<file path="src/rtl/param_cpu_core_pkg.sv">
// Shared definitions for param_cpu_core: opcodes, FSM states, instruction field positions.
// Optional feature macro: CPU_MUL_EN (opcode A = MUL when defined, NOP otherwise).
package cpu_pkg;

  // Opcode encodings
  localparam logic [3:0] OP_NOP  = 4'h0;
  localparam logic [3:0] OP_ADD  = 4'h1;
  localparam logic [3:0] OP_SUB  = 4'h2;
  localparam logic [3:0] OP_AND  = 4'h3;
  localparam logic [3:0] OP_OR   = 4'h4;
  localparam logic [3:0] OP_XOR  = 4'h5;
  localparam logic [3:0] OP_LDI  = 4'h6;
  localparam logic [3:0] OP_ADDI = 4'h7;
  localparam logic [3:0] OP_BEQZ = 4'h8;
  localparam logic [3:0] OP_JMP  = 4'h9;
  localparam logic [3:0] OP_MUL  = 4'hA;
  localparam logic [3:0] OP_HALT = 4'hF;

  // Instruction field positions
  localparam int unsigned OP_MSB  = 15;
  localparam int unsigned OP_LSB  = 12;
  localparam int unsigned RD_MSB  = 11;
  localparam int unsigned RD_LSB  = 9;
  localparam int unsigned RS_MSB  = 8;
  localparam int unsigned RS_LSB  = 6;
  localparam int unsigned IMM_MSB = 5;
  localparam int unsigned IMM_LSB = 0;

  typedef enum logic [2:0] {
    ST_FETCH  = 3'd0,
    ST_DECODE = 3'd1,
    ST_EXEC   = 3'd2,
    ST_WB     = 3'd3,
    ST_HALT   = 3'd4
  } state_t;

  // Opcodes that update the ALU flags
  function automatic logic sets_flags(input logic [3:0] op);
    case (op)
      OP_ADD, OP_SUB, OP_AND, OP_OR, OP_XOR, OP_ADDI: return 1'b1;
`ifdef CPU_MUL_EN
      OP_MUL: return 1'b1;
`endif
      default: return 1'b0;
    endcase
  endfunction

  // Opcodes that write the destination register
  function automatic logic writes_rd(input logic [3:0] op);
    return sets_flags(op) || (op == OP_LDI);
  endfunction

endpackage

</file>
<file path="src/rtl/param_cpu_core_if.sv">
// Instruction-memory fetch bus between the core (master) and memory (slave).
interface param_cpu_core_if #(
  parameter int unsigned AW = 8
);
  logic [AW-1:0] imem_addr;
  logic [15:0]   imem_rdata;

  modport master (output imem_addr, input imem_rdata);
  modport slave  (input imem_addr, output imem_rdata);
endinterface

</file>
<file path="src/rtl/cpu_alu.sv">
// Combinational ALU for param_cpu_core; MUL present only when CPU_MUL_EN is defined.
module cpu_alu
  import cpu_pkg::*;
#(
  parameter int unsigned DW = 8
) (
  input  logic [3:0]    op_i,
  input  logic [DW-1:0] a_i,
  input  logic [DW-1:0] b_i,
  input  logic [5:0]    imm_i,
  output logic [DW-1:0] res_c_o,
  output logic          carry_c_o
);

  logic [DW:0]   sum;
  logic [DW-1:0] imm_sext;
`ifdef CPU_MUL_EN
  logic [2*DW-1:0] prod;
`endif

  // Result and carry/borrow per opcode; non-ALU opcodes pass rd through
  always_comb begin
    res_c_o   = a_i;
    carry_c_o = 1'b0;
    sum       = '0;
    imm_sext  = DW'($signed(imm_i));
`ifdef CPU_MUL_EN
    prod      = '0;
`endif
    case (op_i)
      OP_NOP: res_c_o = a_i;
      OP_ADD: begin
        sum       = {1'b0, a_i} + {1'b0, b_i};
        res_c_o   = sum[DW-1:0];
        carry_c_o = sum[DW];
      end
      OP_SUB: begin
        sum       = {1'b0, a_i} - {1'b0, b_i};
        res_c_o   = sum[DW-1:0];
        carry_c_o = sum[DW];
      end
      OP_AND: res_c_o = a_i & b_i;
      OP_OR:  res_c_o = a_i | b_i;
      OP_XOR: res_c_o = a_i ^ b_i;
      OP_LDI: res_c_o = DW'(imm_i);
      OP_ADDI: begin
        sum       = {1'b0, a_i} + {1'b0, imm_sext};
        res_c_o   = sum[DW-1:0];
        carry_c_o = sum[DW];
      end
`ifdef CPU_MUL_EN
      OP_MUL: begin
        prod      = a_i * b_i;
        res_c_o   = prod[DW-1:0];
        carry_c_o = |prod[2*DW-1:DW];
      end
`else
      OP_MUL: res_c_o = a_i;
`endif
      default: res_c_o = a_i;
    endcase
  end

endmodule

</file>
<file path="src/rtl/param_cpu_core.sv">
// Multi-cycle parameterised CPU core: FETCH/DECODE/EXEC/WB FSM, register file and PC.
// Optional feature macro: CPU_MUL_EN (enables MUL in cpu_alu).
module param_cpu_core
  import cpu_pkg::*;
#(
  parameter int unsigned DW   = 8,
  parameter int unsigned AW   = 8,
  parameter int unsigned NREG = 8
) (
  input  logic          clk,
  input  logic          reset,
  input  logic          enable,
  param_cpu_core_if.master imem,
  output logic [AW-1:0] pc,
  output logic          halted,
  output logic          zero_flag,
  output logic          carry_flag,
  input  logic [2:0]    dbg_raddr,
  output logic [DW-1:0] dbg_rdata
);

  state_t        state_q;
  logic [AW-1:0] pc_q, next_pc_q, imem_addr_q;
  logic [3:0]    op_q;
  logic [2:0]    rd_q;
  logic [5:0]    imm_q;
  logic [DW-1:0] op_a_q, op_b_q, res_q;
  logic          alu_carry_q;
  logic          zero_flag_q, carry_flag_q, halted_q;
  logic [DW-1:0] regs_q [NREG];

  logic [3:0]    f_op_d;
  logic [2:0]    f_rd_d, f_rs_d;
  logic [5:0]    f_imm_d;
  logic [DW-1:0] rd_val_d, rs_val_d, alu_res_d;
  logic          alu_carry_d;
  logic [AW-1:0] pc_inc_d, br_target_d;
  logic          br_taken_d;

  assign f_op_d  = imem.imem_rdata[OP_MSB:OP_LSB];
  assign f_rd_d  = imem.imem_rdata[RD_MSB:RD_LSB];
  assign f_rs_d  = imem.imem_rdata[RS_MSB:RS_LSB];
  assign f_imm_d = imem.imem_rdata[IMM_MSB:IMM_LSB];

  assign pc_inc_d    = pc_q + AW'(1);
  assign br_target_d = pc_inc_d + AW'($signed(imm_q));
  assign br_taken_d  = (op_q == OP_BEQZ) && (op_a_q == '0);

  // Register read ports; indices with no backing register read as zero
  always_comb begin
    rd_val_d  = '0;
    rs_val_d  = '0;
    dbg_rdata = '0;
    for (int i = 0; i < NREG; i++) begin
      if (f_rd_d == 3'(i))    rd_val_d  = regs_q[i];
      if (f_rs_d == 3'(i))    rs_val_d  = regs_q[i];
      if (dbg_raddr == 3'(i)) dbg_rdata = regs_q[i];
    end
  end

  cpu_alu #(.DW(DW)) u_alu (
    .op_i      (op_q),
    .a_i       (op_a_q),
    .b_i       (op_b_q),
    .imm_i     (imm_q),
    .res_c_o   (alu_res_d),
    .carry_c_o (alu_carry_d)
  );

  // Instruction sequencer, register file, flags and PC
  always_ff @(posedge clk) begin
    if (reset) begin
      state_q      <= ST_FETCH;
      pc_q         <= '0;
      next_pc_q    <= '0;
      imem_addr_q  <= '0;
      op_q         <= '0;
      rd_q         <= '0;
      imm_q        <= '0;
      op_a_q       <= '0;
      op_b_q       <= '0;
      res_q        <= '0;
      alu_carry_q  <= 1'b0;
      zero_flag_q  <= 1'b0;
      carry_flag_q <= 1'b0;
      halted_q     <= 1'b0;
      for (int i = 0; i < NREG; i++) regs_q[i] <= '0;
    end else if (enable) begin
      case (state_q)
        ST_FETCH: state_q <= ST_DECODE;
        ST_DECODE: begin
          op_q    <= f_op_d;
          rd_q    <= f_rd_d;
          imm_q   <= f_imm_d;
          op_a_q  <= rd_val_d;
          op_b_q  <= rs_val_d;
          state_q <= ST_EXEC;
        end
        ST_EXEC: begin
          if (op_q == OP_HALT) begin
            halted_q <= 1'b1;
            state_q  <= ST_HALT;
          end else begin
            res_q       <= alu_res_d;
            alu_carry_q <= alu_carry_d;
            if (op_q == OP_JMP)  next_pc_q <= AW'(imm_q);
            else if (br_taken_d) next_pc_q <= br_target_d;
            else                 next_pc_q <= pc_inc_d;
            state_q <= ST_WB;
          end
        end
        ST_WB: begin
          for (int i = 0; i < NREG; i++) begin
            if (writes_rd(op_q) && (rd_q == 3'(i))) regs_q[i] <= res_q;
          end
          if (sets_flags(op_q)) begin
            zero_flag_q  <= (res_q == '0);
            carry_flag_q <= alu_carry_q;
          end
          pc_q        <= next_pc_q;
          imem_addr_q <= next_pc_q;
          state_q     <= ST_FETCH;
        end
        ST_HALT: state_q <= ST_HALT;
        default: state_q <= ST_FETCH;
      endcase
    end
  end

  assign imem.imem_addr = imem_addr_q;
  assign pc             = pc_q;
  assign halted         = halted_q;
  assign zero_flag      = zero_flag_q;
  assign carry_flag     = carry_flag_q;

endmodule
</file>
<file path="src/flat_wrapper.sv">
// flat-port wrapper written by rule: the top's interface ports become plain ports
module param_cpu_core_flat import cpu_pkg::*;
#(
  parameter int unsigned DW   = 8,
  parameter int unsigned AW   = 8,
  parameter int unsigned NREG = 8
)
  (clk, reset, enable, pc, halted, zero_flag, carry_flag, dbg_raddr, dbg_rdata, imem_imem_addr, imem_imem_rdata);
  param_cpu_core_if #(.AW(AW)) imem_i ();
  input  logic clk;
  input  logic reset;
  input  logic enable;
  output logic [AW-1:0] pc;
  output logic halted;
  output logic zero_flag;
  output logic carry_flag;
  input  logic [2:0] dbg_raddr;
  output logic [DW-1:0] dbg_rdata;
  output wire logic [$bits(imem_i.imem_addr)-1:0] imem_imem_addr;
  input wire logic [$bits(imem_i.imem_rdata)-1:0] imem_imem_rdata;
  assign imem_imem_addr = imem_i.imem_addr;
  assign imem_i.imem_rdata = imem_imem_rdata;
  param_cpu_core #(.DW(DW), .AW(AW), .NREG(NREG)) u_core (.clk(clk), .reset(reset), .enable(enable), .imem(imem_i), .pc(pc), .halted(halted), .zero_flag(zero_flag), .carry_flag(carry_flag), .dbg_raddr(dbg_raddr), .dbg_rdata(dbg_rdata));
endmodule
</file>
<file path="config.mk">
export PLATFORM = sky130hd
export DESIGN_NAME = param_cpu_core_flat
export DESIGN_NICKNAME = d
export VERILOG_FILES = /design/src/rtl/param_cpu_core_pkg.sv /design/src/rtl/param_cpu_core_if.sv /design/src/rtl/cpu_alu.sv /design/src/rtl/param_cpu_core.sv /design/src/flat_wrapper.sv
export SDC_FILE = /design/constraint.sdc
export NUM_CORES = 1
export LEC_CHECK = 0
export CELL_PAD_IN_SITES_DETAIL_PLACEMENT = 0
export CELL_PAD_IN_SITES_GLOBAL_PLACEMENT = 1
export CORE_MARGIN = 4
export CORE_UTILIZATION = 47
export CTS_CLUSTER_DIAMETER = 40
export DETAILED_ROUTE_END_ITERATION = 8
export PLACE_DENSITY = 0.79
export SETUP_SLACK_MARGIN = 0.4
export SYNTH_ARGS = -nofsm -noshare
export SYNTH_HDL_FRONTEND = slang
export SYNTH_HIERARCHICAL = 1
export SYNTH_SLANG_ARGS = --single-unit
</file>
<file path="constraint.sdc">
create_clock -name clk -period 3.4 [get_ports clk]
set_clock_uncertainty 0.1 [all_clocks]
set_input_delay 0.85 -clock clk [delete_from_list [all_inputs] [get_ports clk]]
set_output_delay 0.85 -clock clk [all_outputs]
set_load 0.1 [all_outputs]
</file>
==> impl_metrics.json <==
{
  "status": "finished clean",
  "p_int_mw": 3.01,
  "p_leak_nw": 3.77,
  "vdd_ir_drop_max_uv": 523,
  "root_buffer": "clkbuf_16",
  "synth_simple_gate_area_share_pct": 19.6,
  "setup_viol_count_final": 0,
  "timing.hold.ws_ns": 0.352,
  "seqPwrFrac_pct": 40.0,
  "crit_buf_inv": 5,
  "clockPowerShare_pct": 43.7,
  "clk_pin_slew_worst_paths_ns": 0.06,
  "cp_slowest_stage_delay_ns": 0.27,
  "hold_path.class": "register to register",
  "ys_seq_area_share_pct": 36.9,
  "grt_max_degree": 48,
  "syn2layout_area_growth_pct": 19.2,
  "crit_path_start_kind": "input port",
  "place.gp.congestion": 1.03,
  "clk_latency_ns": 0.42,
  "drive_above_1_share_pct": 18.8,
  "yosysUniqueCellTypes": 75,
  "cts_sinks": 124,
  "combPwrFrac_pct": 16.3,
  "routed_wl_um": 27000,
  "wl_per_cell_um": 21.7,
  "worstMarginPinSlew_ns": 0.811,
  "power_density_nw_per_um2": 419,
  "cp-end-kind": "output port",
  "die_w_um": 142,
  "max_freq_ghz": 0.338,
  "synth-xor-area-share_pct": 1.97,
  "worst-path-stages": 8,
  "num_rows": 48,
  "synth_seq_cells": 124,
  "synthAdderAreaFrac_pct": 7.31,
  "synth-edff-count": 64,
  "drc": 0,
  "worstPathMaxFanout": 7,
  "drt_iter0_drc": 747,
  "grt_pass1_wl_um": 41800,
  "cts.htree.levels": 4,
  "cts_buffers": 17,
  "routed_via_density": 6.15,
  "grt_setup_unrepaired": "true",
  "max_cap_viol_count": 0,
  "finalCritPeriodShare_pct": 87.0,
  "switching_share_pct": 28.9,
  "clock_path_buffers": 2,
  "hold_violations": 0,
  "die_h_um": 142,
  "synthArstFlopShare_pct": 0,
  "initial_core_util_pct": 48.4,
  "period_needed_ns": 2.96,
  "grtUsageTotal_pct": 26.9,
  "io-pin-count": 49,
  "crit_path_top_delay_cell": "and3_2",
  "drt_pass1_iterations": 5,
  "synthMuxAreaShare_pct": 8.44,
  "syn_nets": 1022,
  "grt_pass1_vias": 7187,
  "detailedPlacementHpwl_um": 20300,
  "core_area_um2": 17500,
  "maxSlewViolCount": 0,
  "criticalPathCategory": "input port to output port",
  "synth_compound_area_share_pct": 20.0,
  "netlist_area_um2": 8460,
  "port_buffers": 48,
  "final_area_um2": 10100,
  "cts_tree": "done",
  "netlist_instances": 953,
  "antenna_found_initial": 0,
  "place_area_um2": 9370,
  "synth_top_family_by_area": "compound AO/OA/AOI/OAI gates",
  "min_path_cells": 2,
  "synth_ff_type": "edfxtp_1",
  "relSlewSlack_pct": 45.9,
  "die_area_um2": 20200,
  "vias": 7653,
  "crit_family": "buffers and inverters",
  "required_ns": 2.45,
  "postRouteAntennaNets": 0,
  "r2r_cells": 11,
  "switchingPower_mw": 1.22,
  "path_cells": "buf_8 -> buf_8 -> buf_4 -> buf_4 -> and3_2 -> nand2_1 -> nand2_4 -> buf_12",
  "synth_warnings": 6,
  "syn_avg_cell_area_um2": 8.88,
  "cp.arrival_ns": 2.01,
  "final_nets": 1075,
  "grt-ovfl-total": 0,
  "holdBufCountCts": 0,
  "antenna_cells": 0
}
==> sequential cells by signal (all words and copies together) (netlist names), 4 cells and up <==
name	cells
u_core/op_b_q	8
u_core/next_pc_q	8
u_core/regs_q	64
u_core/res_q	8
u_core/op_a_q	8
u_core/imm_q	6
u_core/op_q	4
u_core/imem.imem_addr	8
==> power by group through the flow <==
stage	combinational, mW	clock (mW)	sequential (mW)
2_1_floorplan	0.470	0	1.68
3_3_place_gp	0.663	0	1.72
3_5_place_dp	0.663	0	1.72
4_1_cts	0.673	1.88	1.69
5_1_grt	0.741	1.94	1.69
6_report	0.690	1.85	1.69
==> cell type report <==
| class | instances | area (µm²) |
|---|---|---|
| inverter | 39 | 146 |
| clock buffer | 17 | 425 |
| fill | 1578 | 7390 |
| sequential | 124 | 3130 |
| clock inverter | 15 | 175 |
| timing repair buffer | 103 | 947 |
| tap | 225 | 282 |
| multi-input combinational | 721 | 4980 |
==> placed cells by master, fill, tap and decap left out, types with 6 or more instances in the layout <==
cell type and n:
nand2_1 111, nor2_1 107, a21oi_1 90, buf_4 69, edfxtp_1 64, dfxtp_1 55
ha_1 43, inv_1 39, o21ai_0 28, nand2b_1 24, mux2i_1 23, nand3_1 21
clkbuf_16 17, clkdlybuf4s50_1 17, mux4_2 16, a221oi_1 16, o221ai_1 13, nor3_1 11
mux2_2 11, a31oi_1 11, nor2b_1 11, a211oi_1 11, xnor2_1 10, buf_12 9
xor2_1 9, o211ai_1 9, a22o_1 8, nand2_4 7, o21ai_1 6, or3_1 6
o21bai_1 6
==> layer usage <==
layer / up-vias / GRT usage, % / routed length [µm]
met5: - / 0 / 0
met3: 43 / 6.05 / 2230
met4: 0 / 6.62 / 505
met1: 3717 / 40.7 / 12800
li1: 3584 / - / -
met2: 309 / 39.1 / 11500
==> stage by stage <==
step	setup TNS, ns	instances	worst slack [ns]	util (%)	total power [mW]
after floorplan	0	953	0.231	-	2.15
after global placement	-0.960	1207	-0.164	53.6	2.38
after detailed placement	-0.932	1207	-0.153	53.6	2.38
after CTS	0	1243	0.394	57.4	4.24
after global routing	0	1244	0.381	57.7	4.38
final	0	1244	0.442	57.7	4.23
==> kinds of logic after synthesis <==
family / Yosys count
flops: 124
simple gates: 347
compound gates: 258
buf+inv: 108
fa+ha+maj: 47
mux: 50
xor+xnor: 19
==> cells in the mapped netlist (all sizes together) (16+ instances only) <==
| master | n | area (µm²) |
|---|---|---|
| dfxtp | 60 | 1200 |
| buf | 37 | 220 |
| nand2 | 118 | 443 |
| nor2 | 109 | 414 |
| a21oi | 94 | 470 |
| nand3 | 26 | 163 |
| o21ai | 37 | 185 |
| a221oi | 16 | 140 |
| clkbuf | 32 | 120 |
| inv | 39 | 146 |
| ha | 43 | 538 |
| nand2b | 25 | 164 |
| mux4 | 16 | 360 |
| mux2i | 23 | 230 |
| nor2b | 16 | 108 |
| edfxtp | 64 | 1920 |
==> worst min-delay path: stages (launching register included) <==
cell     delay, ns
dfxtp_1       0.31
inv_1         0.05
a21oi_1       0.05
==> path summary, 6_finish.rpt <==
| path | slack (ns) | startpoint | to |
|---|---|---|---|
| worst max register to register | 0.56 | u_core/op_a_q[0]$_SDFFE_PP0P_ | u_core/res_q[4]$_SDFFE_PP0P_ |
| worst max-delay path | 0.44 | dbg_raddr[2] | dbg_rdata[0] |
| worst min-delay path | 0.35 | u_core/halted$_SDFFE_PP0P_ | u_core/halted$_SDFFE_PP0P_ |
| worst min register to register | 0.35 | u_core/halted$_SDFFE_PP0P_ | u_core/halted$_SDFFE_PP0P_ |
==> what timing repair did <==
action	CTS	global route
hold endpoints to repair	0	0
setup buffers	3	1
setup endpoints to repair	8	10
pin swaps	5	9
resized for setup	26	14
gates cloned	1	0
Power figures use the tool's default switching activity.
